[config.mk]
export PLATFORM = sky130hd
export DESIGN_NAME = result_collector_flat
export DESIGN_NICKNAME = d
export VERILOG_FILES = /design/src/rtl/result_collector_pkg.sv /design/src/rtl/result_collector_if.sv /design/src/rtl/result_collector_fifo.sv /design/src/rtl/result_collector.sv /design/src/flat_wrapper.sv
export SDC_FILE = /design/constraint.sdc
export NUM_CORES = 1
export LEC_CHECK = 0
export CAP_MARGIN = 10
export CORE_MARGIN = 3
export CORE_UTILIZATION = 25
export CTS_BUF_LIST = sky130_fd_sc_hd__clkbuf_16
export CTS_CLUSTER_DIAMETER = 30
export DETAILED_ROUTE_END_ITERATION = 8
export GPL_TIMING_DRIVEN = 0
export PLACE_DENSITY = 0.4
export SETUP_SLACK_MARGIN = 0.05
export SYNTH_ARGS = -nofsm -noshare
export SYNTH_HDL_FRONTEND = slang
export SYNTH_HIERARCHICAL = 1
export SYNTH_SLANG_ARGS = --single-unit
[constraint.sdc]
create_clock -name clk -period 3.7 [get_ports clk]
set_input_delay 0.74 -clock clk [delete_from_list [all_inputs] [get_ports clk]]
set_output_delay 0.74 -clock clk [all_outputs]
set_load 0.01 [all_outputs]
[src/rtl/result_collector_pkg.sv]
// Shared types and sizing helpers for the result collector slice.
package result_collector_pkg;

   typedef enum logic [1:0] {
      IDLE,
      CAPTURE,
      FLUSH
   } rc_state_e;

   localparam int SEQW = 8;

   // The result grows by log2 of the operand count over the operand width.
   function automatic int rc_rw(input int bits, input int cges);
      return $clog2(cges) + bits;
   endfunction

endpackage

[src/rtl/result_collector_if.sv]
// Capture inputs and valid/ready result stream of the collector; optional out_seq under RESULT_COLLECTOR_SEQ_EN.
interface result_collector_if
   import result_collector_pkg::*;
#(
   parameter int BITS  = 32,
   parameter int CGES  = 13,
   parameter int DEPTH = 8
) ();

   localparam int RW = rc_rw(BITS, CGES);
   localparam int CW = $clog2(DEPTH) + 1;

   logic            cal;
   logic [RW-1:0]   result;
   logic [RW-1:0]   out_data;
   logic            out_valid;
   logic            out_ready;
   logic            out_last;
   logic [CW-1:0]   count;
   logic            overflow;
   logic            clr_ovf;
`ifdef RESULT_COLLECTOR_SEQ_EN
   logic [SEQW-1:0] out_seq;
`endif

   modport master (
`ifdef RESULT_COLLECTOR_SEQ_EN
      input  out_seq,
`endif
      output cal,
      output result,
      output out_ready,
      output clr_ovf,
      input  out_data,
      input  out_valid,
      input  out_last,
      input  count,
      input  overflow
   );

   modport slave (
`ifdef RESULT_COLLECTOR_SEQ_EN
      output out_seq,
`endif
      input  cal,
      input  result,
      input  out_ready,
      input  clr_ovf,
      output out_data,
      output out_valid,
      output out_last,
      output count,
      output overflow
   );

endinterface

[src/rtl/result_collector_fifo.sv]
// FWFT FIFO: a push at edge t is visible on o_dout after edge t; pushes while full are refused unless popped the same cycle.
// i_mark ORs i_mark_mask into the newest stored entry so a caller can retag it without writing.
module rc_fifo #(
   parameter int W     = 8,
   parameter int DEPTH = 8,
   parameter int AW    = $clog2(DEPTH),
   parameter int CW    = AW + 1
) (
   input  logic          clk,
   input  logic          reset_n,
   input  logic          i_push,
   input  logic [W-1:0]  i_din,
   input  logic          i_pop,
   input  logic          i_mark,
   input  logic [W-1:0]  i_mark_mask,
   output logic [W-1:0]  o_dout,
   output logic [CW-1:0] o_count,
   output logic          o_full,
   output logic          o_empty
);

   logic [W-1:0]  r_mem [DEPTH];
   logic [AW-1:0] r_wr_ptr;
   logic [AW-1:0] r_rd_ptr;
   logic [CW-1:0] r_count;
   logic [AW-1:0] w_newest;
   logic          w_wr;
   logic          w_rd;

   assign o_full   = (r_count == CW'(DEPTH));
   assign o_empty  = (r_count == '0);
   assign w_wr     = i_push & (~o_full | i_pop);
   assign w_rd     = i_pop & ~o_empty;
   assign w_newest = r_wr_ptr - AW'(1);
   assign o_dout   = r_mem[r_rd_ptr];
   assign o_count  = r_count;

   always_ff @(posedge clk or negedge reset_n) begin
      if (!reset_n) begin
         for (int i = 0; i < DEPTH; i++) begin
            r_mem[i] <= '0;
         end
         r_wr_ptr <= '0;
         r_rd_ptr <= '0;
         r_count  <= '0;
      end else begin
         if (w_wr) begin
            r_mem[r_wr_ptr] <= i_din;
            r_wr_ptr        <= r_wr_ptr + AW'(1);
         end else if (i_mark && !o_empty) begin
            r_mem[w_newest] <= r_mem[w_newest] | i_mark_mask;
         end
         if (w_rd) begin
            r_rd_ptr <= r_rd_ptr + AW'(1);
         end
         case ({w_wr, w_rd})
            2'b10:   r_count <= r_count + CW'(1);
            2'b01:   r_count <= r_count - CW'(1);
            default: r_count <= r_count;
         endcase
      end
   end

endmodule

[src/rtl/result_collector.sv]
// Captures `result` the cycle after `cal` into a FWFT FIFO (one cycle storage latency) and streams it out valid/ready;
// when full and not popped a sample is dropped and `overflow` set. RESULT_COLLECTOR_SEQ_EN adds per-window out_seq.
module result_collector
   import result_collector_pkg::*;
#(
   parameter int BITS  = 32,
   parameter int CGES  = 13,
   parameter int DEPTH = 8
) (
   input logic                clk,
   input logic                reset_n,
   result_collector_if.slave  bus
);

   localparam int RW = rc_rw(BITS, CGES);
   localparam int CW = $clog2(DEPTH) + 1;
`ifdef RESULT_COLLECTOR_SEQ_EN
   localparam int EW = SEQW + 1 + RW;
`else
   localparam int EW = 1 + RW;
`endif
   localparam logic [EW-1:0] LAST_MASK = EW'(1) << RW;

   rc_state_e      r_state;
   rc_state_e      w_next;
   logic           r_cal_d;
   logic           r_ovf;
   logic           w_push;
   logic           w_last;
   logic           w_pop;
   logic           w_full;
   logic           w_empty;
   logic           w_drop;
   logic           w_mark;
   logic [EW-1:0]  w_din;
   logic [EW-1:0]  w_dout;
   logic [CW-1:0]  w_count;
`ifdef RESULT_COLLECTOR_SEQ_EN
   logic [SEQW-1:0] r_seq;
`endif

   assign w_push = r_cal_d;
   assign w_last = r_cal_d & ~bus.cal;
   assign w_pop  = ~w_empty & bus.out_ready;
   assign w_drop = w_push & w_full & ~w_pop;
   // A dropped window end still closes the window on whatever made it in.
   assign w_mark = w_drop & w_last;

`ifdef RESULT_COLLECTOR_SEQ_EN
   assign w_din = {r_seq, w_last, bus.result};
`else
   assign w_din = {w_last, bus.result};
`endif

   rc_fifo #(
      .W     (EW),
      .DEPTH (DEPTH)
   ) u_fifo (
      .clk         (clk),
      .reset_n     (reset_n),
      .i_push      (w_push),
      .i_din       (w_din),
      .i_pop       (w_pop),
      .i_mark      (w_mark),
      .i_mark_mask (LAST_MASK),
      .o_dout      (w_dout),
      .o_count     (w_count),
      .o_full      (w_full),
      .o_empty     (w_empty)
   );

   assign bus.out_data  = w_dout[RW-1:0];
   assign bus.out_last  = w_dout[RW];
   assign bus.out_valid = ~w_empty;
   assign bus.count     = w_count;
   assign bus.overflow  = r_ovf;
`ifdef RESULT_COLLECTOR_SEQ_EN
   assign bus.out_seq   = w_dout[EW-1 -: SEQW];
`endif

   always_ff @(posedge clk or negedge reset_n) begin
      if (!reset_n) begin
         r_state <= IDLE;
         r_cal_d <= 1'b0;
         r_ovf   <= 1'b0;
      end else begin
         r_state <= w_next;
         r_cal_d <= bus.cal;
         if (w_drop) begin
            r_ovf <= 1'b1;
         end else if (bus.clr_ovf) begin
            r_ovf <= 1'b0;
         end
      end
   end

`ifdef RESULT_COLLECTOR_SEQ_EN
   always_ff @(posedge clk or negedge reset_n) begin
      if (!reset_n) begin
         r_seq <= '0;
      end else if (w_push && w_last) begin
         r_seq <= r_seq + SEQW'(1);
      end
   end
`endif

   always_comb begin
      w_next = r_state;
      case (r_state)
         IDLE: begin
            if (bus.cal) w_next = CAPTURE;
         end
         CAPTURE: begin
            if (w_push && w_last) w_next = FLUSH;
         end
         FLUSH: begin
            // A new burst while draining is queued behind the current window.
            if (bus.cal)      w_next = CAPTURE;
            else if (w_empty) w_next = IDLE;
         end
         default: w_next = IDLE;
      endcase
   end

endmodule

[src/flat_wrapper.sv]
// flat-port wrapper written by rule: the top's interface ports become plain ports
module result_collector_flat import result_collector_pkg::*;
#(
   parameter int BITS  = 32,
   parameter int CGES  = 13,
   parameter int DEPTH = 8
)
  (clk, reset_n, bus_cal, bus_result, bus_out_ready, bus_clr_ovf, bus_out_data, bus_out_valid, bus_out_last, bus_count, bus_overflow);
  result_collector_if #(.BITS(BITS), .CGES(CGES), .DEPTH(DEPTH)) bus_i ();
  input logic clk;
  input logic reset_n;
  input wire logic [$bits(bus_i.cal)-1:0] bus_cal;
  input wire logic [$bits(bus_i.result)-1:0] bus_result;
  input wire logic [$bits(bus_i.out_ready)-1:0] bus_out_ready;
  input wire logic [$bits(bus_i.clr_ovf)-1:0] bus_clr_ovf;
  output wire logic [$bits(bus_i.out_data)-1:0] bus_out_data;
  output wire logic [$bits(bus_i.out_valid)-1:0] bus_out_valid;
  output wire logic [$bits(bus_i.out_last)-1:0] bus_out_last;
  output wire logic [$bits(bus_i.count)-1:0] bus_count;
  output wire logic [$bits(bus_i.overflow)-1:0] bus_overflow;
  assign bus_i.cal = bus_cal;
  assign bus_i.result = bus_result;
  assign bus_i.out_ready = bus_out_ready;
  assign bus_i.clr_ovf = bus_clr_ovf;
  assign bus_out_data = bus_i.out_data;
  assign bus_out_valid = bus_i.out_valid;
  assign bus_out_last = bus_i.out_last;
  assign bus_count = bus_i.count;
  assign bus_overflow = bus_i.overflow;
  result_collector #(.BITS(BITS), .CGES(CGES), .DEPTH(DEPTH)) u_core (.clk(clk), .reset_n(reset_n), .bus(bus_i));
endmodule
==> flow_summary_export.csv <==
group,metric,value,unit
status,status,"finished, final reports clean",
clock_network,root_buffer,"clkbuf_16",
placed_design,gp_congestion,0.846,
synth,synth_xor_area_share,0.624,%
worst_setup_path,crit_family,"buffers and inverters",
placed_design,port_buffers,48,
synth,yosys.area_share.simple,7.27,%
clock_network,cts_tree,"done",
sta,min_period,3.60,ns
grt,grt_start_max_net_pins,113,
floorplan,dieArea,0.0747,mm2
synth,netlist.area_leader.share,43.2,%
route,ant_nets,0,
placed_design,placedCellCount,2674,
worst_setup_path,slowest_delay,0.52,ns
grt,grt_pass1_wl,129000,um
synth,synth_commonest_cells,"dfrtp_1, a22oi_1, o21ai_0, mux4_2, buf_2",
finish,final_cell_count_no_fill,2869,
synth,synth_compound_area_share,26.1,%
sta,timing.fmax,278,MHz
synth,synth_top_family_by_area,"compound AO/OA/AOI/OAI gates",
route,dr.pass1.iters,5,
finish,final_nets,1892,
finish,drive_gt1_share,28.2,%
floorplan,start_util,25.4,%
clock_network,htree_levels,3,
synth,synth-seq-cells,308,
sta,skew,0.0197,ns
sta,setup_violations,0,
worst_setup_path,cp-start-kind,"register",
finish,synthToLayoutAreaGrowth,32.3,%
sta,slew_headroom,11.2,%
synth,yosys_most_used_dff,"dfrtp_1",
route,avgViaCountPerCell,5.88,
grt,grt_overflow,0,
floorplan,core_area,0.0704,mm2
grt,grt_usage,24.2,%
synth,avgSynthCellArea,10.9,um2
floorplan,fp.dieH,273,um
synth,synth_mux_area_share,16.6,%
grt,grt_pass1_vias,16800,
worst_setup_path,path_cells,"buf_6 > clkinv_4 > clkbuf_4 > ha_2 > buf_2 > nor2b_1 > buf_2 > nand3_1 > a31oi_2 > o21ai_0",
synth,synth_top_area_cell,"dfrtp_1",
route,drtIter0Drc,1929,
sta,period_share,97.2,%
route,routedWlPerCell,32.1,um
worst_setup_path,crit_type,"reg2reg",
synth,yosys.area_share.adder,0.350,%
synth,ys_warn_count,6,
clock_network,clk_path_buf_depth,3,
worst_setup_path,cp.required,4.18,ns
worst_setup_path,crit_fanout,10,
sta,slew_viol_final,0,
synth,ys_top_cells_by_area,"dfrtp_1, a22oi_1, mux4_2",
pwr,pwr_density_cell,1270,mW/mm2
worst_setup_path,worst_path_most_repeated_cell,"buf_2",
worst_setup_path,path_buf_inv,5,
sta,tightest_slew,1.32,ns
placed_design,pre_cts_slack,-1.64,ns
worst_setup_path,crit_arrival,4.07,ns
synth,yosysMostFrequentCell,"dfrtp_1",
grt,antenna_found_initial,4,
synth,synth_area,0.0179,mm2
synth,ys_seq_area_share,43.2,%
route,wl,92100,um
synth,async_reset_ff_share,100,%
sta,hold_violations,0,
pwr,peakVddDrop,0.000585,V
synth,synth_cells,1638,
finish,fillers,7138,
worst_setup_path,cpMaxStageDelayCell,"buf_2",
pwr,power_leakage,9.76,nW
clock_network,clkTransAtPathRegs,0.04,ns
worst_setup_path,end_kind,"register",
route,drc,0,
min_path,hold_path_class,"in2async",
clock_network,insertion_delay,0.63,ns
clock_network,cts_buffers,97,
job,max-cap-violations,0,
floorplan,ioPinCount,84,
clock_network,clock_sinks,308,
placed_design,dp_hpwl,57100,um
sta,rsz0062_at_grt,"yes",
synth,synth_edf_count,0,
route,num_vias,16900,
floorplan,rows,97,
synth,yosys.cell_types.count,69,
floorplan,die_w,273,um
sta,setup_ws,0.105,ns
## worst reg2reg max path: stages (launching register included)
cell	delay, ns
dfrtp_2	0.43
buf_6	0.24
clkinv_4	0.20
clkbuf_4	0.32
ha_2	0.33
buf_2	0.18
nor2b_1	0.43
buf_2	0.52
nand3_1	0.17
a31oi_2	0.47
o21ai_0	0.17
## cell families (layout without fill, tap and decap cells)
| family | Yosys count | after routing |
|---|---|---|
| xor+xnor | 11 | 11 |
| fa+ha+maj | 5 | 5 |
| other cells | 2 | 47 |
| mux | 180 | 180 |
| simple gates | 231 | 231 |
| flops | 308 | 308 |
| compound gates | 708 | 708 |
| buf+inv | 193 | 439 |
## state kept, by name, indices dropped and copies added (netlist names)
name	flops
u_core/r_cal_d	1
u_core/u_fifo/r_mem	296
u_core/u_fifo/r_wr_ptr	3
u_core/u_fifo/r_rd_ptr	3
u_core/u_fifo/o_count	4
u_core/bus.overflow	1
## timing repair
item / in CTS / in global routing
pin swaps: 3 / 5
gates resized for setup: 141 / 42
setup buffers: 6 / 8
setup endpoints to repair: 335 / 298
hold buffers: 0 / 0
## power by group
part | switching [mW] | internal, mW | total, mW
registers | 1.48 | 4.99 | 6.47
clock network | 2.43 | 5.45 | 7.88
logic | 9.48 | 6.15 | 15.6
## placed cells by master, fill, tap and decap left out, types with 29 or more instances in the layout
cell,Yosys,layout
mux2_2,42,42
mux2i_1,49,49
conb_1,2,44
clkbuf_16,0,99
o21ai_1,50,49
nand2_1,82,79
nand3_1,50,49
buf_2,88,82
o21ai_0,258,255
buf_6,23,29
dfrtp_1,308,307
mux4_2,89,89
buf_4,11,31
a22oi_1,293,293
clkdlybuf4s50_1,0,47
## final timing paths
check                                          start  slack (ns)  cells after the start                  endpoint
max reg2reg                u_core/u_fifo/r_wr_ptr[0]        0.10                     10  u_core/u_fifo/r_mem[275]
min                                          reset_n        0.18                      2  u_core/u_fifo/r_mem[269]
min reg2reg                  u_core/u_fifo/r_mem[24]        0.53                      2   u_core/u_fifo/r_mem[24]
max in group asynchronous                    reset_n        2.41                      3   u_core/u_fifo/r_mem[54]
max                        u_core/u_fifo/r_wr_ptr[0]        0.10                     10  u_core/u_fifo/r_mem[275]
min in group clk                      bus_result[35]        0.49                      3   u_core/u_fifo/r_mem[72]
## per-layer routing
metal / vias to the layer above / track usage, % / wire length [um]
met4: 0 / 10.7 / 4280
met2: 974 / 37.4 / 41700
met1: 8794 / 31.8 / 38500
met3: 245 / 6.16 / 7730
met5: - / 0 / 0
li1: 6846 / - / -
## metrics by stage
step                      hold slack (ns)  instance area (um2)   TNS, ns  total power, mW  util, %
after floorplan                     0.444                18000         0             14.5        -
after global placement              0.510                19700  -4420.17             20.7     27.9
after detailed placement            0.512                19800   -400.54             20.9     28.1
after CTS                           0.190                23400         0             29.5     33.3
after global routing                0.198                23600         0             31.2     33.5
final                               0.175                23600         0             30.0     33.6
## cell type report
type                       count  area, um2  area share, %
multi-input combinational   1179       9580           40.6
sequential                   308       7710           32.6
clock buffer                  99       2480           10.5
buffer                       185       1230           5.22
tap                          940       1180           4.98
timing repair buffer          68        739           3.13
clock inverter                80        664           2.81
inverter                       7       31.3          0.132
antenna                        3       7.51         0.0318
No activity file was read; power rests on OpenSTA's default activity.
